$ cat src/rtl/reduce_instr_gen.sv
// reduce_instr_gen: per-node collective instruction stage.
// Accepts one flit from the local core and looks up its communicator entry by
// contextId. It then issues one or more routed flits whose destinations follow
// the flit's algorithm type.
//
// Flit layout (FlitWidth = 73):
//   [72] valid  [71:64] tag  [63:55] dst  [54:46] src  [45:44] algtype
//   [43:40] contextId  [39:32] op  [31:0] payload
// packetOut appends the children field above the flit, at [FlitWidth +: ChildrenWidth].
// The first issued flit is registered on the clock edge after the accept edge.
module reduce_instr_gen #(
  parameter int FlitWidth      = 73,
  parameter int ChildrenWidth  = 3,
  parameter int LgNumProcs     = 3,
  parameter int RankWidth      = 9,
  parameter int CtxEntries     = 4,
  parameter int CommTableWidth = 42,
  parameter int RootRank       = 0
) (
  input  logic                               clk,
  input  logic                               rst,
  input  logic [FlitWidth-1:0]               packetIn,
  output logic                               in_ready,
  output logic [FlitWidth+ChildrenWidth-1:0] packetOut,
  input  logic                               out_ready,
  input  logic                               cfg_we,
  input  logic                               cfg_sel,
  input  logic [LgNumProcs-1:0]              cfg_addr,
  input  logic [CommTableWidth-1:0]          cfg_data,
  output logic                               err_ctx
);

  localparam int ValidBit  = FlitWidth - 1;
  localparam int TagLsb    = FlitWidth - 9;
  localparam int DstLsb    = TagLsb - RankWidth;
  localparam int SrcLsb    = DstLsb - RankWidth;
  localparam int AlgLsb    = SrcLsb - 2;
  localparam int CtxLsb    = AlgLsb - 4;
  localparam int OutWidth  = FlitWidth + ChildrenWidth;
  localparam int RankDepth = 1 << LgNumProcs;
  localparam int CtxIdxW   = (CtxEntries > 1) ? $clog2(CtxEntries) : 1;
  localparam int StepW     = (LgNumProcs > ChildrenWidth) ? LgNumProcs : ChildrenWidth;

  typedef struct packed {
    logic [RankWidth-1:0]     local_rank;
    logic [ChildrenWidth-1:0] children;
    logic [LgNumProcs-1:0]    lg_comm;
    logic [RankWidth-1:0]     parent;
    logic [RankWidth-1:0]     r2;
    logic [RankWidth-1:0]     next;
  } comm_t;

  typedef enum logic [1:0] {ALG_TREE, ALG_RING, ALG_RDBL, ALG_BCAST} alg_e;
  typedef enum logic {IDLE, ISSUE} state_e;

  state_e               state_q, state_d;
  logic [FlitWidth-1:0] flit_q, flit_d;
  comm_t                entry_q, entry_d;
  logic [StepW-1:0]     n_q, n_d;
  logic [StepW-1:0]     k_q, k_d;
  logic                 self_q, self_d;
  logic [OutWidth-1:0]  out_q, out_d;
  logic                 err_q, err_d;

  logic [RankWidth-1:0] rank_q [RankDepth];
  comm_t                comm_q [CtxEntries];

  logic [3:0]               in_ctx;
  logic                     ctx_ok;
  logic                     accept;
  comm_t                    in_entry;
  logic [StepW-1:0]         in_n;
  logic [RankWidth-1:0]     step_bit;
  logic [RankWidth-1:0]     lg_mask;
  logic [RankWidth-1:0]     dst_idx;
  logic [RankWidth-1:0]     step_dst;
  logic [ChildrenWidth-1:0] step_child;
  logic [ChildrenWidth-1:0] remaining;
  logic                     last_step;
  logic [OutWidth-1:0]      step_flit;
  logic                     unused_bits;

  assign packetOut   = out_q;
  assign err_ctx     = err_q;
  assign unused_bits = ^{flit_q[ValidBit], flit_q[DstLsb +: RankWidth], entry_q.r2,
                         dst_idx[RankWidth-1:LgNumProcs]};

  // Input side: handshake, context check and step count of the offered flit.
  always_comb begin
    in_ctx   = packetIn[CtxLsb +: 4];
    ctx_ok   = int'(in_ctx) < CtxEntries;
    in_entry = comm_q[in_ctx[CtxIdxW-1:0]];
    in_ready = !rst && (state_q == IDLE) && (!out_q[ValidBit] || out_ready);
    accept   = packetIn[ValidBit] && in_ready;
    case (alg_e'(packetIn[AlgLsb +: 2]))
      ALG_RDBL:  in_n = StepW'(in_entry.lg_comm);
      ALG_BCAST: in_n = StepW'(in_entry.children);
      default:   in_n = StepW'(1);
    endcase
  end

  // Destination and children field of the current issue step.
  always_comb begin
    // NOTE: every combinational output gets a default first so that no path
    // through the case statements leaves it unassigned and infers a latch.
    dst_idx    = entry_q.local_rank;
    step_child = '0;
    step_bit   = RankWidth'(1) << k_q;
    lg_mask    = (RankWidth'(1) << entry_q.lg_comm) - RankWidth'(1);
    remaining  = ChildrenWidth'(n_q - k_q - StepW'(1));
    last_step  = self_q || (k_q == n_q - StepW'(1));
    if (!self_q) begin
      case (alg_e'(flit_q[AlgLsb +: 2]))
        ALG_TREE: begin
          // The root has no parent; it addresses itself.
          if (entry_q.local_rank != RankWidth'(RootRank)) dst_idx = entry_q.parent;
          step_child = entry_q.children;
        end
        ALG_RING: begin
          // The last rank of the ring wraps back to the root.
          dst_idx = (entry_q.local_rank == lg_mask) ? RankWidth'(RootRank) : entry_q.next;
        end
        ALG_RDBL: begin
          dst_idx    = entry_q.local_rank ^ step_bit;
          step_child = remaining;
        end
        default: begin
          dst_idx    = (entry_q.local_rank + step_bit) & lg_mask;
          step_child = remaining;
        end
      endcase
    end
    step_dst  = rank_q[dst_idx[LgNumProcs-1:0]];
    step_flit = {step_child, 1'b1, flit_q[TagLsb +: 8] + 8'(k_q), step_dst,
                 flit_q[DstLsb-1:0]};
  end

  // Next-state logic: accept in IDLE, one output load per free output slot in ISSUE.
  always_comb begin
    state_d = state_q;
    flit_d  = flit_q;
    entry_d = entry_q;
    n_d     = n_q;
    k_d     = k_q;
    self_d  = self_q;
    err_d   = 1'b0;
    // A completed handshake empties the output register.
    out_d   = out_ready ? '0 : out_q;
    case (state_q)
      IDLE: begin
        if (accept) begin
          if (ctx_ok) begin
            flit_d  = packetIn;
            entry_d = in_entry;
            n_d     = in_n;
            k_d     = '0;
            self_d  = (in_n == '0);
            state_d = ISSUE;
          end else begin
            err_d = 1'b1;
          end
        end
      end
      ISSUE: begin
        if (!out_q[ValidBit] || out_ready) begin
          out_d = step_flit;
          if (last_step) state_d = IDLE;
          else           k_d     = k_q + StepW'(1);
        end
      end
    endcase
  end

  // State, output and table registers; tables are written from the cfg port.
  always_ff @(posedge clk) begin
    if (rst) begin
      state_q <= IDLE;
      flit_q  <= '0;
      entry_q <= '0;
      n_q     <= '0;
      k_q     <= '0;
      self_q  <= 1'b0;
      out_q   <= '0;
      err_q   <= 1'b0;
      // NOTE: the tables are small register files that must read as zero after
      // reset, so they are cleared here rather than left as uninitialised RAM.
      for (int i = 0; i < RankDepth; i++)  rank_q[i] <= '0;
      for (int i = 0; i < CtxEntries; i++) comm_q[i] <= '0;
    end else begin
      // NOTE: non-blocking assignments so every flop samples pre-edge values.
      state_q <= state_d;
      flit_q  <= flit_d;
      entry_q <= entry_d;
      n_q     <= n_d;
      k_q     <= k_d;
      self_q  <= self_d;
      out_q   <= out_d;
      err_q   <= err_d;
      if (cfg_we) begin
        if (!cfg_sel) begin
          rank_q[cfg_addr] <= cfg_data[RankWidth-1:0];
        end else if (int'(cfg_addr) < CtxEntries) begin
          comm_q[cfg_addr[CtxIdxW-1:0]] <= comm_t'(cfg_data);
        end
      end
    end
  end

endmodule

$ cat config.mk
export PLATFORM = sky130hd
export DESIGN_NAME = reduce_instr_gen
export DESIGN_NICKNAME = d
export VERILOG_FILES = /design/src/rtl/reduce_instr_gen.sv
export SDC_FILE = /design/constraint.sdc
export NUM_CORES = 1
export LEC_CHECK = 0
export ABC_AREA = 1
export CAP_MARGIN = 25
export CELL_PAD_IN_SITES_DETAIL_PLACEMENT = 2
export CELL_PAD_IN_SITES_GLOBAL_PLACEMENT = 2
export CORE_ASPECT_RATIO = 0.6
export CORE_MARGIN = 2
export CORE_UTILIZATION = 30
export CTS_CLUSTER_SIZE = 16
export DETAILED_ROUTE_END_ITERATION = 10
export GPL_ROUTABILITY_DRIVEN = 0
export PLACE_DENSITY_LB_ADDON = 0.1
export SETUP_SLACK_MARGIN = 0.02
export SLEW_MARGIN = 5
export SYNTH_ARGS = -nofsm -noshare
export SYNTH_HDL_FRONTEND = slang
export SYNTH_SLANG_ARGS = --single-unit
$ cat constraint.sdc
create_clock -name clk -period 2.6 [get_ports clk]
set_clock_uncertainty 0.15 [all_clocks]
set_input_delay 0.65 -clock clk [delete_from_list [all_inputs] [get_ports clk]]
set_output_delay 0.65 -clock clk [all_outputs]
set_load 0.05 [all_outputs]
Word level (Yosys, flattened, before mapping)

Memories as Yosys holds them, arrays and structs flattened.
Cells that the tools add are included.

Flip-flop bits (word level): 178
RAM bits: 240
Output and inout bits: 78
Memories: 2

Memory list:

| name   | depth | bits a word | rd ports | clocked after memory_dff | wr ports | RTL line | RTL |
|---|---|---|---|---|---|---|---|
| comm_q | 4     | 42          | 1        | 0                        | 4        | 66       | `comm_t comm_q [CtxEntries];` |
| rank_q | 8     | 9           | 1        | 0                        | 8        | 65       | `logic [RankWidth-1:0] rank_q [RankDepth];` |

$add $sub $neg: 7
$lt $le $gt $ge: 2
Eq/ne operators: 10
Shifts and indexed selects: 2
Muxes and demuxes: 38
Bitwise operators: 4
Reduce and logical (&&, ||, !) cells: 15

Operators by type and width:

| kind                                               | number |
|---|---|
| two-way mux 76 bit                                 | 3 |
| two-way mux 42 bit                                 | 1 |
| OR reduction 42 bit                                | 1 |
| two-way mux 3 bit                                  | 9 |
| two-way mux 1 bit                                  | 18 |
| one-hot mux 3 bit (2 select lines)                 | 3 |
| == test 9 bit                                      | 1 |
| two-way mux 9 bit                                  | 1 |
| one-hot mux 3 bit (3 select lines)                 | 1 |
| nonzero test 9 bit                                 | 1 |
| OR reduction 9 bit                                 | 1 |
| left shift 1 x 3 -> 9 bit, first input constant    | 1 |
| subtractor 9 x 2 -> 9 bit, second input constant   | 1 |
| adder 8 x 3 -> 8 bit                               | 1 |
| == test 2 bit, second input constant               | 3 |
| != test 2 bit, second input constant               | 3 |
| subtractor 3 x 1 -> 3 bit, second input constant   | 2 |
| < comparator 4 x 3 -> 1 bit, second input constant | 1 |
| AND reduction 4 bit                                | 1 |
| adder 3 x 1 -> 3 bit, second input constant        | 1 |
| adder 3 bit                                        | 1 |
| bitwise AND 3 bit                                  | 1 |
| == test 3 bit                                      | 1 |
| logical AND 1 bit                                  | 3 |
| other kinds (15)                                   | 18 |

Depth between registers and ports, before layout

Gate-level depths: netlist of run 1.
An unclocked memory read counts as a cell.

Depth in word-level cells: 9
Mapped depth: 19
Depth with buffers taken out: 17

Worst setup path after synthesis of run 1

OpenSTA, ideal clock, no wires.

Path type: input -> register
Start: in rst
End: reg flit_q[39]
Arrival time: 2.611 ns
Required time: 2.334 ns
Slack: -0.277 ns
Stages on the path: 9
Buffers on the path: 3
Cells stage by stage: clkbuf_1 > nor3_2 > nand2_1 > nor3_4 > inv_1 > buf_2 > clkbuf_1 > nor2_1 > nor2_1

Cells in the longest elaborated chain, start to end: 5

Ends and longest elaborated chain:

| what                            | RTL line | RTL |
|---|---|---|
| start: declaration              | 21       | `input logic rst,` |
| logical NOT 1 bit               | 93       | `in_ready = !rst && (state_q == IDLE) && (!out_q[ValidBit] \|\| out_ready);` |
| logical AND 1 bit (2 in series) | 93       |  |
| via in_ready                    | 23       | `output logic in_ready,` |
| logical AND 1 bit               | 94       | `accept = packetIn[ValidBit] && in_ready;` |
| AND reduction 3 bit (no line)   | --       |  |
| end signal: assignment          | 192      | `flit_q <= flit_d;` |
| end: declaration                | 57       | `logic [FlitWidth-1:0] flit_q, flit_d;` |

The timed path passes the listed nets, and every way through them passes these cells.
A chain may end at the register's enable or synchronous reset.

Final worst setup path of run 1

Start: reg k_q[0]
End: reg out_q[63], in the netlist packetOut[63]

Cells in the longest elaborated chain, start to end: 8

Ends and longest elaborated chain:

| what                                   | RTL line | RTL |
|---|---|---|
| start: declaration                     | 60       | `logic [StepW-1:0] k_q, k_d;` |
| start signal: assignment               | 195      | `k_q <= k_d;` |
| left shift 1 x 3 -> 3 bit (*)          | 108      | `step_bit = RankWidth'(1) << k_q;` |
| adder 3 bit                            | 128      | `dst_idx = (entry_q.local_rank + step_bit) & lg_mask;` |
| bitwise AND 3 bit                      | 128      |  |
| one-hot mux 3 bit (3 select lines) (*) | 113      | `case (alg_e'(flit_q[AlgLsb +: 2]))` |
| two-way mux 3 bit (*)                  | 112      | `if (!self_q) begin` |
| memory (8 x 9 bit) (*)                 | --       |  |
| two-way mux 76 bit (*)                 | 165      | `if (!out_q[ValidBit] \|\| out_ready) begin` |
| two-way mux 76 bit (*)                 | 149      | `case (state_q)` |
| end signal: assignment                 | 197      | `out_q <= out_d;` |
| end: declaration                       | 62       | `logic [OutWidth-1:0] out_q, out_d;` |

Mark *: on every way between the ends. The rest lies on a longest branch, timed or not.

==> summary.txt, run 1 <==
Critical path
  – CP Max Fanout: 6
  – CP peak stage delay: 0.43 ns
  – Worst Path Buf+Inv: 4
  – CP Launch Type: register
  – R2R Path Start: k_q[0]
  – Crit end category: register
  – Crit-path leading delay family: simple AND/OR/NAND/NOR gates
  – Worst EP required: 2.89 ns
  – Worst path slowest cell: fa_1
  – Crit path DAT: 2.97 ns
  – CP Launch Point: k_q[0]
  – CP most frequent cell: inv_2
  – Worst path cell trace: inv_2, ha_4, inv_2, nor2_2, ha_2, inv_2, fa_1, nor2_1, o21a_1, nand2_2, nand2_8, clkbuf_16, nand3_2, nand3_4, nand3_4, a21oi_2
  – Setup CP Type: reg -> reg

Logic synthesis
  – Sequential fraction of the synthesis area: 59.5%
  – Syn nets: 1652
  – Complex-gate fraction of the synthesized area: 11.9%
  – Largest family of logic cells by synthesized area: simple AND/OR/NAND/NOR gates
  – Synth top area cells: edfxtp_1, dfxtp_1, nor2_1, o21ai_0, nand3_1
  – Distinct cells, synth: 43
  – Async SR Flop Fraction: 0%
  – Post-synth EDFFs: 156
  – Most used DFF post-synth: dfxtp_1
  – Post-Synthesis Cells: 1515
  – Multiplexer area fraction after synthesis: 0%
  – Syn_area_per_cell: 8.95 um^2
  – Synthesized flop and latch total: 325
  – Cell area after synthesis: 13600 um^2
  – Synth Area in XOR/XNOR: 0.194%
  – Synth area leader: edfxtp_1
  – Synth Warn #: 0
  – Post-synth top area share: 34.5%
  – Simple-gate portion of the synthesized area: 20.8%
  – Post-synthesis adder-cell area fraction: 1.46%

Timing
  – Worst hold slack: 0.255 ns
  – Max Clk Rate: 373 MHz
  – Final setup TNS: -0.447 ns
  – Worst slew pin tran: 0.626 ns
  – Final min period: 2.68 ns
  – Hold Vio Cnt, Final: 0
  – Final setup fails: 9
  – Final WS setup: -0.0802 ns
  – Final Max Tran Viols: 0
  – Final period utilization: 103%
  – Unrepaired setup endpoints after global routing: true
  – Slew HR: 58.3%

Floorplan
  – Starting density of the core: 30.3%
  – Die Y: 169 um
  – Core area: 44700 um^2
  – Die Area: 47000 um^2
  – Die W: 279 um
  – Io pins: 201
  – Row count: 60

Power
  – LEAKAGE: 7.30 nW
  – Max VDD drop: 0.000392 V
  – Total chip power: 0.0120 W
  – Power Density: 651 nW/um^2

Cells and area
  – Post-route insts no fill: 2355
  – Commonest non-fill, non-tap cells in the layout: nor2_1, dfxtp_1, clkdlybuf4s50_1, edfxtp_1, nand2_1
  – Most common cell after layout, fill and taps aside: nor2_1
  – Share of cells above drive strength 1: 13.1%
  – Nets: 1878
  – Area grow syn2layout: 35.4%
  – Antenna cells: 0

Routing
  – Drt initial violations: 513
  – Final wirelength: 48400 um
  – Drt first pass iters: 5
  – Antenna viol nets, final: 0
  – Routed len/inst: 20.6 um
  – Post-DR vias/cell: 4.93
  – DR vias: 11600
  – DR DRC count: 0

Run
  – Maxcap violations: 0

Clock network
  – Clk_lat worst skew: 0.52 ns
  – CTS Sinks: 325
  – Clock Path Buffers: 3
  – CTS clk-pin slew, worst paths: 0.06 ns
  – Hold-fix buffers at CTS: 0
  – CTS root buf: clkbuf_16
  – TritonCTS Buffers: 35
  – Max H-tree Level: 2
  – CTS tree: yes

Placed design
  – Cell count after placement: 2285
  – Post-DP HPWL: 32600 um
  – Port Buffers: 176

Global routing
  – Initial antenna violation count: 0
  – GRT Total Usage: 20.2%
  – Vias in the first global route: 12700
  – Largest net degree at the start of global routing: 45
  – First-pass GRT wire length: 73900 um
  – GRT Residual Overflow: 0

Worst hold path
  – Worst min path class: in -> reg
  – Hold path start: rst

Status
  – Status: complete, but fails checks
  – Failing checks: negative setup slack
[logic make-up after synthesis]
logic type                 after synthesis
DFF                                    325
and+or+nand+nor                        684
xor gates and xnor gates                 3
AOI/OAI and AO/OA                      279
buffers and inverters                  210
adders and majority gates               14
[worst register-to-register path, cell delays in order, from the launching register on]
cell and delay, ns:
dfxtp_2 0.32, inv_2 0.08, ha_4 0.13, inv_2 0.03, nor2_2 0.07, ha_2 0.18
inv_2 0.04, fa_1 0.43, nor2_1 0.14, o21a_1 0.16, nand2_2 0.10, nand2_8 0.19
clkbuf_16 0.21, nand3_2 0.11, nand3_4 0.09, nand3_4 0.08, a21oi_2 0.12
[power by group]
group	switching, W	internal (W)	total [W]	leakage (nW)
logic	0.000682	0.000459	0.00114	3.86
clock network	0.00211	0.00306	0.00518	0.581
registers	0.0000846	0.00556	0.00564	2.86
total	0.00288	0.00908	0.0120	7.30
[per-stage QoR]
| stage | area (um^2) | setup WS, ns | utilization [%] |
|---|---|---|---|
| finish | 18400 | -0.0802 | 41.1 |
| global route | 18400 | -0.220 | 41.1 |
| CTS | 18000 | -0.0529 | 40.2 |
| detailed placement | 16800 | -0.300 | 37.4 |
| global placement | 16800 | -0.258 | 37.4 |
| floorplan | 13600 | -0.0111 | - |
[synthesized netlist by cell type (2+ instances only)]
master      n
a211oi_1    7
a21oi_1    52
a22oi_1    57
a31oi_1     2
buf_1       2
buf_2       8
buf_4       2
buf_6       3
clkbuf_1   72
dfxtp_1   169
edfxtp_1  156
fa_1        3
ha_1       11
inv_1     117
inv_2       3
nand2_1   131
nand2_2     2
nand2_4     3
nand3_1   104
nand3_2     4
nand3b_1    4
nand4_1     2
nor2_1    423
nor2_2      2
nor3_1      5
o211ai_1    2
o21ai_0   128
o21ai_1     2
o22ai_1    24
xor2_1      2
[final timing paths]
path                   end  cells after the start  slack, ns
max          packetOut[63]                     16      -0.08
min                 k_q[1]                      2       0.26
max reg2reg  packetOut[63]                     16      -0.08
min reg2reg     flit_q[42]                      2       0.30
[registers in the layout, indices dropped and copies added, names as in the netlist]
register and flops:
comm_q 84, packetOut 76, rank_q 72, flit_q 63
entry_q 21, k_q 3, n_q 3, err_ctx 1
self_q 1, state_q 1
[final cells by class]
type / count / area (um^2)
Multi-Input combinational cell: 981 / 4970
Timing Repair Buffer: 274 / 2920
Sequential cell: 325 / 8070
Timing Repair inverter: 2 / 17.5
Clock inverter: 8 / 90.1
Fill cell: 4806 / 26400
Tap cell: 589 / 737
Inverter: 122 / 480
Clock buffer: 54 / 1080
[repair_timing]
| item | 4_1_cts | 5_1_grt |
|---|---|---|
| resized for setup | 22 | 64 |
| setup endpoints to repair | 17 | 13 |
| cloned | 1 | 6 |
| buffers inserted | 0 | 1 |
| pin swaps | 4 | 12 |
[per-layer routing]
metal / track usage (%) / vias to the layer above / share of wire, %
met5: 0 / - / 0
met4: 4.28 / 0 / 1.7
met3: 3.05 / 53 / 2.9
met2: 34.5 / 117 / 48
met1: 27.2 / 5924 / 47
li1: - / 5509 / -
Note: power is estimated with default switching activity, not from simulation.
==> run 2: changes to the inputs <==
ABC_AREA = unset   (was 1)
CORE_ASPECT_RATIO = 1.75   (was 0.6)
CORE_UTILIZATION = 32   (was 30)
REMOVE_ABC_BUFFERS = 1   (was unset)
==> run 2 against run 1 <==
The run still ends with negative setup slack left. Synthesized cell count shrank 12%. Sequential power is essentially flat. Fmax shrank 14%. Routed wire length shrank 9.6%. Area after synthesis grew 2.3%. Via count shrank 9.0%. Final area grew 0.48%. Clock power shrank 8.9%. Combinational power shrank 21%. Critical path type unchanged. Largest cell class unchanged. Highest routed layer unchanged.
==> summary.txt, run 2 <==
Timing
  – Unrepaired setup endpoints after global routing: true
  – Final min period: 3.13 ns
  – Final Max Tran Viols: 0
  – Hold Vio Cnt, Final: 0
  – Max Clk Rate: 320 MHz
  – Final WS setup: -0.528 ns
  – Final period utilization: 120%
  – Final setup fails: 9
  – Slew HR: 61.8%
  – Worst slew pin tran: 0.573 ns

Cells and area
  – Top reg by flops: comm_q
  – Post-layout util: 42.8%
  – Antenna cells: 0
  – Share of cells above drive strength 1: 16.7%
  – Post-route insts no fill: 2142
  – Max reg flops: 84
  – Most common cell after layout, fill and taps aside: nand2_1
  – Commonest non-fill, non-tap cells in the layout: nand2_1, and2_1, clkdlybuf4s50_1, dfxtp_1, edfxtp_1
  – Nets: 1692
  – Area grow syn2layout: 33.0%

Global routing
  – Vias in the first global route: 11800
  – GRT Total Usage: 19.2%
  – GRT Residual Overflow: 0
  – Largest net degree at the start of global routing: 52
  – Initial antenna violation count: 0
  – First-pass GRT wire length: 67400 um

Floorplan
  – Core area: 43100 um^2
  – Row count: 101
  – Die W: 161 um
  – Io pins: 201
  – Die Area: 45100 um^2
  – Starting density of the core: 32.2%
  – Die Y: 279 um

Critical path
  – Crit end category: register
  – Worst EP required: 2.86 ns
  – R2R Path Start: k_q[0]
  – Setup CP Type: reg -> reg
  – CP Launch Point: k_q[0]
  – CP Max Fanout: 5
  – Reg2Reg Setup Slack: -0.53 ns
  – Crit path DAT: 3.39 ns
  – CP Launch Type: register

Routing
  – Drt first pass iters: 4
  – DR DRC count: 0
  – Antenna viol nets, final: 0
  – Post-DR vias/cell: 4.93
  – Drt initial violations: 405
  – Final wirelength: 43800 um
  – Routed len/inst: 20.4 um
  – DR vias: 10600

Logic synthesis
  – Post-synth EDFFs: 156
  – Synthesized flop and latch total: 325
  – Distinct cells, synth: 59
  – Async SR Flop Fraction: 0%
  – Syn_area_per_cell: 10.5 um^2
  – Post-synth top area share: 33.8%
  – Synth Warn #: 0
  – Cell area after synthesis: 13900 um^2
  – Post-Synthesis Cells: 1326
  – Most used DFF post-synth: dfxtp_1
  – Commonest cells in the synthesized netlist: nand2_1, and2_1, dfxtp_1, edfxtp_1, a21oi_1
  – Sequential fraction of the synthesis area: 58.1%
  – Synth area leader: edfxtp_1
  – Top-count cell post-synth: nand2_1
  – Synth top area cells: edfxtp_1, dfxtp_1, and2_1, nand2_1, a21oi_1

Power
  – LEAKAGE: 6.44 nW
  – Max VDD drop: 0.000495 V
  – Power Density: 609 nW/um^2

Clock network
  – CTS Sinks: 325
  – Hold-fix buffers at CTS: 0
  – Clock Path Buffers: 3
  – TritonCTS Buffers: 35
  – CTS tree: yes
  – Clk_lat worst skew: 0.52 ns
  – Max H-tree Level: 2
  – CTS root buf: clkbuf_16
  – CTS clk-pin slew, worst paths: 0.06 ns

Run
  – Maxcap violations: 0

Status
  – Failing checks: negative setup slack
  – Status: complete, but fails checks

Worst hold path
  – Worst min path class: reg -> reg
  – Hold path start: flit_q[18]

Placed design
  – Post-DP HPWL: 30100 um
  – Port Buffers: 176
  – Cell count after placement: 2076
run 2: cell types whose count changed in the layout (fill, tap and decap cells not counted), sizes merged, moves of 21 or more:
cell / before / now
nor2: 425 / 31
and2: 0 / 184
o21ai: 130 / 15
nand2: 138 / 252
inv: 122 / 18
a21oi: 52 / 155
a22oi: 57 / 3
nand3: 108 / 63
o22ai: 24 / 2
mux4: 0 / 21
run 2: final timing paths:
kind                            cells after the start            end
worst max-delay path                               15  packetOut[57]
worst min-delay path                                2  packetOut[18]
worst max register to register                     15  packetOut[57]
worst min register to register                      2  packetOut[18]
run 2: metal layers:
layer | track usage, % | vias up | part of all wire (%)
met5 | 0 | - | 0
met2 | 37.8 | 177 | 56
met1 | 21.2 | 5267 | 39
met3 | 2.35 | 55 | 3.2
li1 | - | 5058 | -
met4 | 5.49 | 0 | 2.0
run 2: area by class of cell:
class	instances	area (um^2)
multi-input combinational	893	5620
tap	566	708
inverter	18	67.6
clock inverter	7	32.5
clock buffer	51	1020
sequential	325	8070
timing repair buffer	282	2940
fill	4474	24600
run 2: cells by family (layout without fill, tap and decap cells):
group | count (synthesis) | after routing | share of synthesized area, %
xor+xnor | 16 | 16 | 1.12
compound gates | 246 | 246 | 10.8
mux | 34 | 34 | 4.63
buf+inv | 108 | 358 | 3.23
fa+ha+maj | 14 | 14 | 1.42
flops | 325 | 325 | 58.1
simple gates | 583 | 583 | 20.7
run 2: worst max-delay path, stage by stage (launching register included):
cell	delay, ns
dfxtp_2	0.32
inv_2	0.08
ha_4	0.13
nor2b_4	0.15
ha_4	0.14
inv_2	0.03
fa_2	0.34
xor3_1	0.21
o311ai_2	0.10
and3b_2	0.25
a22o_4	0.29
buf_12	0.15
buf_16	0.14
a221oi_2	0.28
o21ba_2	0.20
o31ai_1	0.07
run 2: power breakdown:
group	leakage (nW)	internal (W)	total (W)	switching [W]
Combinational	3.07	0.000428	0.000901	0.000473
Clock	0.519	0.00270	0.00472	0.00201
Sequential	2.85	0.00554	0.00562	0.0000804
Total	6.44	0.00867	0.0112	0.00257
run 2: timing repair:
item	4_1_cts	5_1_grt
gates resized for setup	38	26
setup endpoints to repair	10	10
buffers inserted	3	0
pin swaps	18	7
gates cloned	3	2
run 2: stage by stage:
stage	setup slack [ns]	hold slack (ns)	area (um^2)	power, W	TNS (ns)
final	-0.528	0.300	18500	0.0112	-4.55
after global routing	-0.694	0.320	18500	0.0117	-5.96
after CTS	-0.530	0.306	18300	0.0114	-4.65
after detailed placement	-0.849	0.296	17000	0.00661	-23.19
after global placement	-0.744	0.287	17000	0.00658	-16.22
after floorplan	-6.24	0.271	13500	0.00604	-643.48
